### src/rtl/regfile_access_seq.sv
// Purpose: multi-cycle sequencer that decodes one instruction, reads two operands from the
//   register file, hands them to the ALU and writes the ALU result back.
// Latency: operands valid 3 cycles after accept; ready again 5 cycles after accept with
//   write-back, 4 without; EXEC gives up after TIMEOUT cycles.
// Backpressure: INSTR_READY is high only in IDLE; INSTR/INSTR_VALID are ignored otherwise.
//
// Ports:
//   CLK, RST            clock, asynchronous active-high reset
//   INSTR/INSTR_VALID   instruction word in, accepted while INSTR_READY
//   ADDR_R1/R2, READ    register file read port (READ high for the single RD cycle)
//   DATA_R1/R2          register file read data, sampled at the end of CAP
//   ADDR_W, DATA_W, WRITE  register file write port (WRITE high for the single WB cycle)
//   OP_A, OP_B, IMM_EXT operands and sign-extended immediate for the ALU
//   OPS_VALID           one-cycle pulse in the first EXEC cycle
//   ALU_RESULT/ALU_DONE ALU completion, only looked at in EXEC
//   ERR                 one-cycle pulse after an ALU timeout

module regfile_access_seq #(
  parameter int TIMEOUT = 16
) (
  input  logic        CLK,
  input  logic        RST,
  input  logic [31:0] INSTR,
  input  logic        INSTR_VALID,
  output logic        INSTR_READY,
  output logic [4:0]  ADDR_R1,
  output logic [4:0]  ADDR_R2,
  output logic [4:0]  ADDR_W,
  output logic        READ,
  output logic        WRITE,
  output logic [31:0] DATA_W,
  input  logic [31:0] DATA_R1,
  input  logic [31:0] DATA_R2,
  output logic [31:0] OP_A,
  output logic [31:0] OP_B,
  output logic [31:0] IMM_EXT,
  output logic        OPS_VALID,
  input  logic [31:0] ALU_RESULT,
  input  logic        ALU_DONE,
  output logic        ERR
);

  typedef enum logic [2:0] {
    S_IDLE,
    S_RD,
    S_CAP,
    S_EXEC,
    S_WB
  } state_t;

  // Counter value of the last EXEC cycle in which ALU_DONE is still honoured.
  localparam logic [7:0] CNT_LAST = 8'(TIMEOUT - 1);

  state_t      state;
  state_t      state_nxt;
  logic [7:0]  exec_cnt;

  // Decoded properties of the accepted instruction, kept for the rest of the sequence.
  logic        wb_need_q;
  logic        use_r2_q;
  logic [4:0]  dest_q;

  // Decode of the incoming word (only used on the accept edge).
  logic [5:0]  in_opcode;
  logic        in_no_wb;
  logic        in_use_r2;
  logic [4:0]  in_dest;

  logic        accept;
  logic        capture;
  logic        wb_latch;
  logic        timeout_hit;

  assign in_opcode = INSTR[31:26];
  // Stores and branches never write the register file.
  assign in_no_wb  = (in_opcode == 6'h2b) || (in_opcode == 6'h04) || (in_opcode == 6'h05);
  // R-type plus the no-write-back group take their second operand from rt.
  assign in_use_r2 = (in_opcode == 6'h00) || in_no_wb;
  assign in_dest   = (in_opcode == 6'h00) ? INSTR[15:11] : INSTR[20:16];

  // Strobes come straight from the state so that an asynchronous reset drops them at once
  // and READ/WRITE can never overlap.
  assign INSTR_READY = (state == S_IDLE);
  assign READ        = (state == S_RD);
  assign WRITE       = (state == S_WB);

  always_comb begin
    state_nxt   = state;
    accept      = 1'b0;
    capture     = 1'b0;
    wb_latch    = 1'b0;
    timeout_hit = 1'b0;
    case (state)
      S_IDLE: begin
        if (INSTR_VALID) begin
          accept    = 1'b1;
          state_nxt = S_RD;
        end
      end
      S_RD: begin
        state_nxt = S_CAP;
      end
      S_CAP: begin
        capture   = 1'b1;
        state_nxt = S_EXEC;
      end
      S_EXEC: begin
        // A completion in the final counted cycle wins over the timeout.
        if (ALU_DONE) begin
          if (wb_need_q) begin
            wb_latch  = 1'b1;
            state_nxt = S_WB;
          end else begin
            state_nxt = S_IDLE;
          end
        end else if (exec_cnt == CNT_LAST) begin
          timeout_hit = 1'b1;
          state_nxt   = S_IDLE;
        end
      end
      S_WB: begin
        state_nxt = S_IDLE;
      end
      default: begin
        state_nxt = S_IDLE;
      end
    endcase
  end

  always_ff @(posedge CLK or posedge RST) begin
    if (RST) begin
      state <= S_IDLE;
    end else begin
      state <= state_nxt;
    end
  end

  always_ff @(posedge CLK or posedge RST) begin
    if (RST) begin
      exec_cnt <= 8'd0;
    end else if (capture) begin
      exec_cnt <= 8'd0;
    end else if (state == S_EXEC) begin
      exec_cnt <= exec_cnt + 8'd1;
    end
  end

  always_ff @(posedge CLK or posedge RST) begin
    if (RST) begin
      wb_need_q <= 1'b0;
      use_r2_q  <= 1'b0;
      dest_q    <= 5'd0;
      ADDR_R1   <= 5'd0;
      ADDR_R2   <= 5'd0;
      IMM_EXT   <= 32'd0;
    end else if (accept) begin
      wb_need_q <= !in_no_wb && (in_dest != 5'd0);
      use_r2_q  <= in_use_r2;
      dest_q    <= in_dest;
      ADDR_R1   <= INSTR[25:21];
      ADDR_R2   <= INSTR[20:16];
      IMM_EXT   <= {{16{INSTR[15]}}, INSTR[15:0]};
    end
  end

  always_ff @(posedge CLK or posedge RST) begin
    if (RST) begin
      OP_A <= 32'd0;
      OP_B <= 32'd0;
    end else if (capture) begin
      OP_A <= DATA_R1;
      OP_B <= use_r2_q ? DATA_R2 : IMM_EXT;
    end
  end

  always_ff @(posedge CLK or posedge RST) begin
    if (RST) begin
      ADDR_W <= 5'd0;
      DATA_W <= 32'd0;
    end else if (wb_latch) begin
      ADDR_W <= dest_q;
      DATA_W <= ALU_RESULT;
    end
  end

  always_ff @(posedge CLK or posedge RST) begin
    if (RST) begin
      OPS_VALID <= 1'b0;
      ERR       <= 1'b0;
    end else begin
      OPS_VALID <= capture;
      ERR       <= timeout_hit;
    end
  end

endmodule

### config.mk
export PLATFORM = sky130hd
export DESIGN_NAME = regfile_access_seq
export DESIGN_NICKNAME = d
export VERILOG_FILES = /design/src/rtl/regfile_access_seq.sv
export SDC_FILE = /design/constraint.sdc
export NUM_CORES = 1
export LEC_CHECK = 0
export ABC_AREA = 1
export CAP_MARGIN = 5
export CORE_AREA = 2 2 130 132
export DETAILED_ROUTE_END_ITERATION = 8
export DIE_AREA = 0 0 132 134
export PLACE_DENSITY_LB_ADDON = 0.25
export SYNTH_ARGS = -nofsm -noshare
export SYNTH_HDL_FRONTEND = slang
export SYNTH_SLANG_ARGS = --single-unit
### constraint.sdc
create_clock -name CLK -period 4.6 [get_ports CLK]
set_input_delay 0.92 -clock CLK [delete_from_list [all_inputs] [get_ports CLK]]
set_output_delay 0.92 -clock CLK [all_outputs]
set_load 0.02 [all_outputs]
==> results of run 1 <==
==> sequential cells by signal, summed over array words and instances, names as in the netlist, 3 cells and up <==
signal / flops
ADDR_R1: 5
DATA_W: 32
ADDR_W: 5
ADDR_R2: 5
exec_cnt: 8
OP_B: 32
state: 3
dest_q: 5
OP_A: 32
IMM_EXT: 16
==> cells by family (layout without fill, tap and decap cells) <==
family          after synthesis  count (layout)
fa+ha+maj                     1               1
flops                       147             147
buf+inv                      73             341
compound gates               58              58
simple gates                424             424
==> metrics by stage <==
stage	hold slack (ns)	total power [uW]	setup slack, ns
floorplan	0.442	4190	1.83
global placement	0.453	5690	2.01
detailed placement	0.458	5750	1.98
CTS	0.473	7220	1.77
global route	0.494	7600	1.73
finish	0.469	7130	1.84
==> power breakdown <==
part | total, uW | internal, uW | switching, uW
logic | 3430 | 1510 | 1920
clock network | 1450 | 890 | 555
registers | 2250 | 1890 | 360
==> worst max path at each step <==
stage | end | slack, ns
finish | IMM_EXT[27] | 1.84
global route | IMM_EXT[27] | 1.73
CTS | IMM_EXT[27] | 1.77
detailed placement | DATA_W[17]$_DFFE_PP0P_ | 1.98
global placement | DATA_W[16]$_DFFE_PP0P_ | 2.01
floorplan | ADDR_R1[0]$_DFFE_PP0P_ | 1.83
==> layout make-up <==
| cell class | instances | area, um2 |
|---|---|---|
| clock buffer | 19 | 453 |
| clock inverter | 13 | 174 |
| fill | 1476 | 6730 |
| inverter | 23 | 90.1 |
| multi-input combinational | 483 | 2030 |
| sequential | 147 | 3680 |
| tap | 220 | 275 |
| timing repair buffer | 286 | 2860 |
==> layout by cell type, fill, tap and decap left out <==
cell and n:
nor3b_2 1, inv_1 16, nor2_8 1, inv_2 5, nand3_1 10, clkbuf_8 2, nor2_4 2, nor3_1 6
inv_6 3, clkinvlp_4 4, nand2_2 1, clkdlybuf4s50_1 279, clkbuf_16 17, ha_1 1, dfrtp_1 147, o21ai_1 2
clkinv_1 1, nand2_1 347, nor2b_1 1, a21oi_1 5, a31oi_1 32, nand4_1 6, clkinv_4 4, o21ai_0 17
nand3_2 1, buf_12 1, buf_4 6, bufinv_16 3, nor2_1 47, o21bai_1 1, nand3b_1 1, a21o_1 1
==> routing by layer <==
layer	global-route usage, %	routed length (um)	vias up	share of wire, %
met3	5.93	1250	22	7.5
met4	7.85	377	0	2.3
met2	31.5	7970	186	48
met5	0	0	-	0
met1	23.4	6990	2479	42
li1	-	-	2706	-
==> results.tsv, run 1 <==
stage	metric	value	unit
outcome	outcome	finished, final reports clean	
sta	rsz0062_at_grt	false	
routing	drc	0	
worst_setup_path	critPathLaunchType	flop	
synth	synth_compound_gate_area_share	5.49	%
synth	synth_area_leader_cell	dfrtp_1	
worst_setup_path	cp_max_fo	19	
floorplanning	ioPinCount	280	
flow_run	maxCapViolations	0	
cts	cts_tree	built	
cts	cts_made_buffers	17	
worst_setup_path	reg2reg_depth	8	
worst_setup_path	path_depth	1	
cells_and_area	drive_above_1_share	5.25	%
synth	ys_seq_area_share	60.2	%
worst_setup_path	ff2ff_setup_slack	2.65	ns
sta	maxSlewViolCount	0	
synth	synth-simple-area-share	27.5	%
routing	viasPerCell	4.53	
worst_setup_path	critPathKind	reg2out	
sta	fmax	362	MHz
sta	hold_viol	0	
placed_design	dp_cells	1159	
cts	cts_sinks	147	
cts	clock_path_buffers	2	
cts	worst_skew_pair.late_latency	0.42	ns
grt	grt_max_degree	98	
cts	postCtsSetupRepairBufs	0	
routing	routedWlPerCell	13.9	um
floorplanning	row_count	47	
synth	yosys_register_bits	147	
floorplanning	start_util	37.5	%
floorplanning	dieArea	17700	um2
cells_and_area	diodes	0	
placed_design	port_buffers	279	
synth	synth_top_flop_cell	dfrtp_1	
sta	relSlewSlack	33.9	%
power	max-vdd-ir-drop	0.341	mV
sta	finalCritPeriodShare	60.0	%
synth	synth.area.mux_share	0	%
sta	fin_tns_setup	0	ns
worst_hold_path	worstHoldStart	OP_A[1]$_DFFE_PP0N_	
worst_setup_path	crit_arrival	1.84	ns
routing	dr.pass1.iters	5	
sta	skew	0.00694	ns
cts	cts_hold_buf	0	
routing	num_vias	5393	
worst_setup_path	crit_start	IMM_EXT[15]$_DFFE_PP0P_	
cts	htree_num_levels	4	
placed_design	dp_hpwl	11.8	mm
worst_setup_path	crit_family	buffers and inverters	
synth	async_reset_ff_share	100	%
synth	synthAdderAreaFrac	0.205	%
sta	setup_viol	0	
synth	yosysMostFrequentCell	nand2_1	
cells_and_area	final_cells	1191	
cells_and_area	final_nets	1091	
worst_setup_path	crit_required	3.68	ns
sta	fin_crit	2.76	ns
synth	synth_top_area_share	60.2	%
grt	grt_pass1_wl	26.7	mm
cells_and_area	design_area	9560	um2
synth	synth-edff-count	0	
cts	clockRootBuffer	clkbuf_16	
worst_setup_path	r2r_end	DATA_W[17]$_DFFE_PP0P_	
synth	netlist_area	6110	um2
routing	ant_nets	0	
cells_and_area	post-route-util	58.7	%
synth	synth_xor_area_share	0	%
worst_hold_path	min_to	OP_A[1]$_DFFE_PP0N_	
worst_setup_path	cp_num_buf_inv	1	
worst_hold_path	hold_path.class	reg2reg	
cts	clk_pin_slew	0.06	ns
synth	synth_top_family_by_area	simple AND/OR/NAND/NOR gates	
routing	wirelength	16.6	mm
floorplanning	die_h	134	um
worst_setup_path	slowest_delay	0.72	ns
sta	max_slew.worst_pin.slew	0.989	ns
grt	first_global_vias	5177	
synth	netlist_top_cells_area	dfrtp_1 (60%), nand2_1 (21%), a31oi_1 (3.3%), nor2_1 (2.9%), buf_4 (2.2%)	
routing	drtIter0Drc	231	
worst_setup_path	cp-end-kind	output port	
synth	syn_nets	836	
power	power_density	746	nW/um2
synth	ys_types	27	
floorplanning	core-area	16300	um2
placed_design	place_area	8930	um2
cts	cts_resized	0	
worst_setup_path	r2r-start	state[2]$_DFFE_PP0P_	
cells_and_area	syn_to_final_growth	56.5	%
synth	synth_area_per_cell	8.69	um2
worst_setup_path	cp_cell_sequence	clkdlybuf4s50_1	
placed_design	globalplace.congestion	0.795	
floorplanning	fp.dieW	132	um
worst_hold_path	hold_path_depth	2	
grt	track_usage	19.1	%
synth	synth_warnings	0	
worst_setup_path	slowest_stage	clkdlybuf4s50_1	
grt	antenna_found_initial	0	
power	leakagePower	0.00446	uW
grt	globalRouteOverflowTotal	0	
synth	netlist_top_cells_count	nand2_1 (347), dfrtp_1 (147), nor2_1 (47), a31oi_1 (32), buf_4 (18)	
synth	netlist_instances	703	
(Power assumes the default switching activity.)
==> run 2: changes to the inputs <==
CORE_AREA = 2 2 124 126   (was 2 2 130 132)
DIE_AREA = 0 0 126 128   (was 0 0 132 134)
clock period = 2.6 ns   (was 4.6 ns; I/O delays follow)
==> run 2 against run 1 <==
  * Die area down 8.8%
  * Worst setup slack worse by 1.6 ns
  * Utilization up 6.2 points
  * Critical path type unchanged
==> results.tsv, run 2 (synthesized netlist as in run 1, its figures left out) <==
stage	metric	value	unit	change
worst_hold_path	hold_path_depth	2		unchanged
cts	worst_skew_pair.late_latency	0.41	ns	about the same
sta	fin_crit	2.38	ns	
cts	htree_num_levels	4		unchanged
worst_hold_path	min_to	OP_A[11]$_DFFE_PP0N_		
outcome	outcome	finished, final reports clean		
power	intPower	7920	uW	+84%
cells_and_area	drive_above_1_share	5.64	%	+0.39 points
worst_setup_path	r2r_end	OP_B[24]$_DFFE_PP0N_		
worst_setup_path	crit_family	flip-flops		
routing	routedWlPerCell	14.2	um	+2.3%
cts	cts_made_buffers	17		unchanged
worst_setup_path	cp-end-kind	output port		
floorplanning	dieArea	16100	um2	-8.8%
cells_and_area	final_common_cell	nand2_1		
flow_run	maxCapViolations	0		unchanged
worst_setup_path	reg2reg_depth	3		-5
worst_setup_path	slowest_delay	0.72	ns	about the same
worst_setup_path	critPathLaunchType	flop		
sta	skew	0.00671	ns	-0.000225 ns
cts	clockRootBuffer	clkbuf_16		
cts	cts_resized	0		unchanged
power	power_switching	4960	uW	+75%
placed_design	dp_hpwl	11.9	mm	+0.88%
cells_and_area	n_fill_cell	1257		-15%
sta	fin_tns_setup	0	ns	unchanged
routing	viasPerCell	4.69		+3.5%
grt	grt_max_degree	51		-48%
cts	clock_path_buffers	2		unchanged
worst_setup_path	crit_required	2.08	ns	-1.60 ns
sta	maxSlewViolCount	0		unchanged
grt	first_global_vias	5333		+3.0%
sta	worst_hold_slack	0.466	ns	-0.00306 ns
cts	postCtsSetupRepairBufs	0		unchanged
sta	rsz0062_at_grt	false		
placed_design	dp_slack	0.451	ns	-1.53 ns
placed_design	port_buffers	279		unchanged
cts	clk_pin_slew	0.06	ns	about the same
worst_setup_path	r2r-start	use_r2_q$_DFFE_PP0P_		
sta	finalCritPeriodShare	91.7	%	
worst_hold_path	hold_path.class	reg2reg		
floorplanning	core-area	14900	um2	-8.7%
routing	dr.pass1.iters	4		-1
floorplanning	fp.dieW	126	um	-4.5%
sta	setup_viol	0		unchanged
worst_setup_path	crit_arrival	1.86	ns	+0.02 ns
routing	num_vias	5450		+1.1%
grt	grt_pass1_wl	26.8	mm	+0.21%
worst_setup_path	slowest_stage	dfrtp_1		
power	leakagePower	0.00454	uW	+1.7%
floorplanning	ioPinCount	280		unchanged
worst_setup_path	ff2ff_setup_slack	0.79	ns	-1.86 ns
worst_setup_path	critPathKind	reg2out		
power	swShare	38.5	%	-1.3 points
sta	max_slew.worst_pin.slew	0.687	ns	-0.301 ns
cts	cts_sinks	147		unchanged
power	power_density	1330	nW/um2	+79%
floorplanning	row_count	45		-4.3%
cts	cts_tree	built		
sta	timing.final.ws_setup	0.215	ns	-1.62 ns
power	pwr-share-clk	21.7	%	+1.4 points
placed_design	globalplace.congestion	0.817		+2.7%
cts	cts_hold_buf	0		unchanged
power	max-vdd-ir-drop	0.691	mV	+100%
worst_setup_path	cp_num_buf_inv	1		unchanged
floorplanning	start_util	41.1	%	+3.6 points
worst_setup_path	cp_max_fo	19		unchanged
cells_and_area	final_nets	1095		+0.37%
sta	hold_viol	0		unchanged
power	p_comb_share	47.3	%	-0.8 points
routing	ant_nets	0		unchanged
routing	drc	0		unchanged
cells_and_area	layout_common_cells	nand2_1 (347), clkdlybuf4s50_1 (279), dfrtp_1 (147)		
sta	relSlewSlack	54.1	%	+20 points
routing	wirelength	16.6	mm	-0.10%
power	seq_power_share	31.0	%	-0.6 points
floorplanning	die_h	128	um	-4.5%
cells_and_area	diodes	0		unchanged
grt	globalRouteOverflowTotal	0		unchanged
cells_and_area	syn_to_final_growth	58.0	%	
worst_hold_path	worstHoldStart	OP_A[11]$_DFFE_PP0N_		
grt	track_usage	20.9	%	+1.8 points
cells_and_area	top_regs	DATA_W (32), OP_A (32), OP_B (32)		
worst_setup_path	cp_cell_sequence	clkdlybuf4s50_1		
grt	antenna_found_initial	0		unchanged
routing	drtIter0Drc	333		+44%
sta	fmax	419	MHz	
[run 2: final cells by class]
type	count	area [um2]	share of cell area, %
clock buffer	24	522	5.41
clock inverter	8	168	1.74
inverter	23	90.1	0.934
multi-input combinational	483	2030	21.0
sequential	147	3680	38.1
tap	188	235	2.44
timing repair buffer	290	2930	30.3
[run 2: stage by stage]
stage          instance area, um2  power [uW]  cells  utilization (%)
6_report                     9650       12900   1163             64.9
2_1_floorplan                6110        7410    703                -
3_5_place_dp                 8960       10200   1131             60.3
3_3_place_gp                 8960       10100   1131             60.3
4_1_cts                      9650       13000   1163             64.9
5_1_grt                      9650       13700   1163             64.9
[run 2: worst max-delay path by stage]
| stage | startpoint | to | slack [ns] | cells after the start |
|---|---|---|---|---|
| floorplan | RST | ADDR_R1[0]$_DFFE_PP0P_ | 0.23 | 1 |
| finish | IMM_EXT[15]$_DFFE_PP0P_ | IMM_EXT[27] | 0.22 | 1 |
| global route | IMM_EXT[15]$_DFFE_PP0P_ | IMM_EXT[15] | 0.13 | 1 |
| global placement | INSTR[31] | wb_need_q$_DFFE_PP0P_ | 0.49 | 7 |
| CTS | IMM_EXT[15]$_DFFE_PP0P_ | IMM_EXT[27] | 0.14 | 1 |
| detailed placement | INSTR[31] | wb_need_q$_DFFE_PP0P_ | 0.45 | 7 |
[run 2: per-layer routing]
layer / GRT usage, % / wire (um)
met1: 25.4 / 6780
met2: 35.8 / 8300
met3: 5.43 / 1160
met4: 8.21 / 323
met5: 0 / 0
[run 2: worst min-delay path, cell delays in order, from the launching register on]
cell and delay, ns:
dfrtp_1 0.33, nand2_1 0.05, nand2_1 0.05
[run 2: power groups by stage]
stage / combinational, uW / clock [uW] / sequential, uW
after floorplan: 2300 / 0 / 5110
after global placement: 6070 / 0 / 3980
after detailed placement: 6150 / 0 / 4020
after CTS: 6190 / 2840 / 4000
after global routing: 6620 / 2940 / 4130
final: 6090 / 2800 / 3990
==> patch 1, RTL diff (config.mk and constraints of run 1) <==
Set the parameter `TIMEOUT` to 8 (it was 16).
--- a/src/rtl/regfile_access_seq.sv
+++ b/src/rtl/regfile_access_seq.sv
@@ -16,7 +16,7 @@
 //   ERR                 one-cycle pulse after an ALU timeout
 
 module regfile_access_seq #(
-  parameter int TIMEOUT = 16
+  parameter int TIMEOUT = 8
 ) (
   input  logic        CLK,
   input  logic        RST,
Formal check against the unedited RTL: no difference found for any inputs over 10 cycles, from zero or initial values and one cycle with RST high; that may be too few to reach the edited logic, so the function may still have changed.
==> patch 1 against run 1 <==
Cell area is 0.12% higher. Die area stayed put. Area after synthesis is 0.98% higher. Total power is 0.62% higher. Routed wire length is 1.1% higher. Worst setup slack better by 0.041 ns. First-iteration DRC count is 3.9% higher. Hold slack hardly changed. Non-clock buffer count is 1 lower. Sequential share of layout area hardly changed. Sequential cell count stayed put.
==> patch 1: results (changes against run 1) <==
| Metric | Value |
|---|---|
| Outcome | finished clean |
| CTS H-tree depth | 4 (unchanged) |
| Worst R2R Path Depth | 6 (-2) |
| Gpl congestion | 0.823 (+3.5%) |
| CTS Buffer Depth | 2 (unchanged) |
| Asr flop ratio synth | 1.00 (unchanged) |
| Worst Setup EP | INSTR_READY |
| Top cells by area, synth | dfrtp_1 (60%), nand2_1 (21%), a31oi_1 (3.2%) |
| HP Class | flop to flop |
| Yosys Warn Count | 0 (unchanged) |
| TritonRoute pass-1 iters | 4 (-1) |
| Post-synthesis cell type count | 30 (+11%) |
| Vias in the first global route | 5,384 (+4.0%) |
| Largest net degree at the start of global routing | 148 (+51%) |
| Min cycle time layout | 2.72 ns (-0.0411 ns) |
| Hold WS | 0.469 ns (-0.000427 ns) |
| Flop2flop setup slack | 2.54 ns (-0.11 ns) |
| Vias per cell | 4.52 (-0.13%) |
| Gr usage total | 0.194 (+0.00292) |
| FF/Latch Area | 3680 sq um (unchanged) |
| Syn_nets | 834 (-0.24%) |
| Worst Path Arrival | 1.80 ns (-0.04 ns) |
| Hpwl dp | 11,600 um (-1.6%) |
| Clock Latency Late Sink | 0.41 ns |
| Static leakage | 4.48 nW (+0.25%) |
| Antenna Cells | 0 (unchanged) |
| DP Area | 8930 sq um (about the same) |
| Share of cells above drive strength 1 | 0.0538 (+0.00125) |
| Mapped Avg Cell Area | 8.80 sq um (+1.3%) |
| # fillers | 1,480 (+0.27%) |
| Crit Path Max Fanout | 5 (-14) |
| Cell Count, Final, Fillers Out | 1,187 (-0.34%) |
| First-pass GRT wire length | 27,300 um (+2.2%) |
| Most frequent cells after synthesis | nand2_1 (342), dfrtp_1 (147), nor2_1 (43), a31oi_1 (32), o21ai_0 (24) |
| Post-CTS setup buffers | 0 (unchanged) |
| Reg2reg end | OP_B[16] |
| Post_cts resized | 0 (unchanged) |
| CP max stage delay | 0.60 ns (-0.12 ns) |
| Layout Nets | 1,089 (-0.18%) |
| Largest regs | DATA_W (32), OP_A (32), OP_B (32) |
| Wire length per cell | 14.1 um (+1.4%) |
| Clock skew | 0.00711 ns (+0.000170 ns) |
| DP Worst Slack | 1.98 ns (-0.00283 ns) |
| Worst-Margin Slew | 0.910 ns (-0.0784 ns) |
| Number of buffers created by CTS | 17 (unchanged) |
| Endpoint, Worst Hold | OP_A[13] |
| DRC violation total after the first TritonRoute iteration | 240 (+3.9%) |
| Max-Cap Viols | 0 (unchanged) |
| Critical Path Source | state[2] |
| Remaining DRCs | 0 (unchanged) |
| Worst vdd ir | 367 uV (+7.5%) |
| Hold_sp | OP_A[13] |
| Seq/Total Area, Yosys | 0.597 (-0.00587) |
[patch 1: changes by cell type after synthesis, sizes merged, moves of 2 or more]
cell,run 1,this run
clkbuf,12,4
buf,38,45
inv,22,27
nand2,348,343
o21ai,19,24
nor3,6,2
a21oi,5,3
[patch 1: routing by layer]
| metal | track usage | routed length, um | up-vias | part of all wire |
|---|---|---|---|---|
| li1 | - | - | 2684 | - |
| met1 | 0.237 | 6960 | 2434 | 0.42 |
| met2 | 0.317 | 7940 | 218 | 0.47 |
| met3 | 0.0608 | 1370 | 32 | 0.082 |
| met4 | 0.0870 | 485 | 0 | 0.029 |
| met5 | 0 | 0 | - | 0 |
[patch 1: power breakdown]
| group | total, mW | leakage [nW] | internal [mW] | switching (mW) |
|---|---|---|---|---|
| clock network | 1.50 | 0.305 | 0.985 | 0.516 |
| logic | 3.41 | 2.36 | 1.51 | 1.90 |
| registers | 2.27 | 1.81 | 1.89 | 0.371 |
| total | 7.18 | 4.48 | 4.39 | 2.79 |
[patch 1: area by class of cell]
type,count,share of cell area
sequential,147,0.384
timing repair buffer,285,0.298
multi-input combinational,477,0.211
clock buffer,21,0.0481
tap,220,0.0288
clock inverter,9,0.0187
inverter,28,0.0116
[patch 1: logic make-up after synthesis]
group           count (synthesis)  synth area share
fa+ha+maj                       1           0.00203
simple gates                  413             0.265
buf+inv                        77            0.0767
flops                         147             0.597
compound gates                 61            0.0566
xor+xnor                        2           0.00284
[patch 1: worst max-delay path: cells and delay by family (launching register included)]
family        cells  cell delay, ns
simple gates      2            0.28
buf+inv           2            0.67
flops             1            0.44
==> patch 2, RTL diff (config.mk and constraints of run 1) <==
Made on the original files. The 5 states of `state_t` get a one-hot encoding in 5 bits.
--- a/src/rtl/regfile_access_seq.sv
+++ b/src/rtl/regfile_access_seq.sv
@@ -40,12 +40,12 @@
   output logic        ERR
 );
 
-  typedef enum logic [2:0] {
-    S_IDLE,
-    S_RD,
-    S_CAP,
-    S_EXEC,
-    S_WB
+  typedef enum logic [4:0] {
+    S_IDLE = 5'b00001,
+    S_RD   = 5'b00010,
+    S_CAP  = 5'b00100,
+    S_EXEC = 5'b01000,
+    S_WB   = 5'b10000
   } state_t;
 
   // Counter value of the last EXEC cycle in which ALU_DONE is still honoured.
Behaviour: no difference found for any inputs over 10 cycles, from zero or initial values and one cycle with RST high; not proved beyond that.
==> patch 2 against run 1 <==
Total power is 8.5% lower. Critical path type unchanged. Sequential cell count is 2 higher. Register-to-register slack worse by 0.40 ns. Worst setup slack worse by 0.0098 ns. Via count is 3.8% higher. Combinational power is 13% lower. Hold slack better by 0.0016 ns. Non-clock buffer count is 1 higher. Area after synthesis is 2.1% higher. Routed wire length is 4.1% higher. Synthesized cell count is 2.8% higher. Global-route usage is 0.91 points higher. Cell area is 0.89% higher.
==> patch 2: results (changes against run 1) <==
| Metric | Value |
|---|---|
| Dpl cells | 1,180 (+1.8%) |
| Top cells by area, synth | dfrtp_1 (59%), nand2_1 (21%), a31oi_1 (3.2%) |
| Multi-input combinational area share | 0.216 (+0.00397) |
| Hpwl dp | 12,300 um (+3.8%) |
| Seq/Total Area, Yosys | 0.598 (-0.00423) |
| Share of cells above drive strength 1 | 0.0544 (+0.00191) |
| Layout Nets | 1,112 (+1.9%) |
| M3 GR Usage | 0.0654 (+0.00605) |
| Clk tree area frac | 0.0588 (-0.00681) |
| Hold_sp | DATA_W[9] |
| Routing usage on met1 | 0.245 (+0.0110) |
| Post-synthesis cell type count | 30 (+11%) |
| Routed vias | 5,596 (+3.8%) |
| Clock buffer count | 23 (+4) |
| Multi-input combinational cell area | 2090 sq um (+2.8%) |
| DP Area | 9080 sq um (+1.6%) |
| DRC violation total after the first TritonRoute iteration | 254 (+10%) |
| Reg2reg end | OP_B[10] |
| TritonRoute pass-1 iters | 4 (-1) |
| CP max stage delay | 0.60 ns (-0.12 ns) |
| Most frequent cells after synthesis | nand2_1 (354), dfrtp_1 (148), nor2_1 (48), a31oi_1 (32), inv_1 (27) |
| Nonclk inv count | 31 (+35%) |
| NetSw | 2.51 mW (-12%) |
| Outcome | finished clean |
| Gpl congestion | 0.797 (+0.21%) |
## patch 2: cells by family after synthesis
group | Yosys count | synth area share
buf+inv | 81 | 0.0672
flops | 149 | 0.598
xor+xnor | 1 | 0.00141
fa+ha+maj | 1 | 0.00201
simple gates | 433 | 0.277
compound gates | 58 | 0.0546
## patch 2: metal layers
metal | part of all wire | wire [um] | vias to the layer above
met5 | 0 | 0 | -
met4 | 0.024 | 407 | 0
met3 | 0.081 | 1400 | 28
met2 | 0.49 | 8410 | 219
met1 | 0.41 | 7050 | 2584
li1 | - | - | 2765
## patch 2: per-stage QoR
stage	util	setup WS, ns	hold slack [ns]
floorplan	-	1.81	0.449
global placement	0.557	1.94	0.455
detailed placement	0.557	1.87	0.458
CTS	0.592	1.80	0.473
global route	0.592	1.76	0.497
finish	0.592	1.83	0.471
## patch 2: power by group through the flow
| stage | logic [mW] | registers (mW) | clock network, mW |
|---|---|---|---|
| after global routing | 3.24 | 2.29 | 1.40 |
| after CTS | 3.05 | 2.22 | 1.34 |
| after global placement | 3.00 | 2.22 | 0 |
| after detailed placement | 3.04 | 2.23 | 0 |
| final | 3.00 | 2.22 | 1.31 |
| after floorplan | 1.01 | 2.81 | 0 |
## patch 2: worst max path at each step
stage / slack (ns) / start / to / cells past startpoint
4_1_cts: 1.80 / state[0] / INSTR_READY / 3
3_3_place_gp: 1.94 / ALU_DONE / ADDR_W[3] / 7
5_1_grt: 1.76 / IMM_EXT[15] / IMM_EXT[18] / 1
2_1_floorplan: 1.81 / RST / ADDR_R1[0] / 1
3_5_place_dp: 1.87 / ALU_DONE / ADDR_W[3] / 7
6_report: 1.83 / state[0] / INSTR_READY / 3
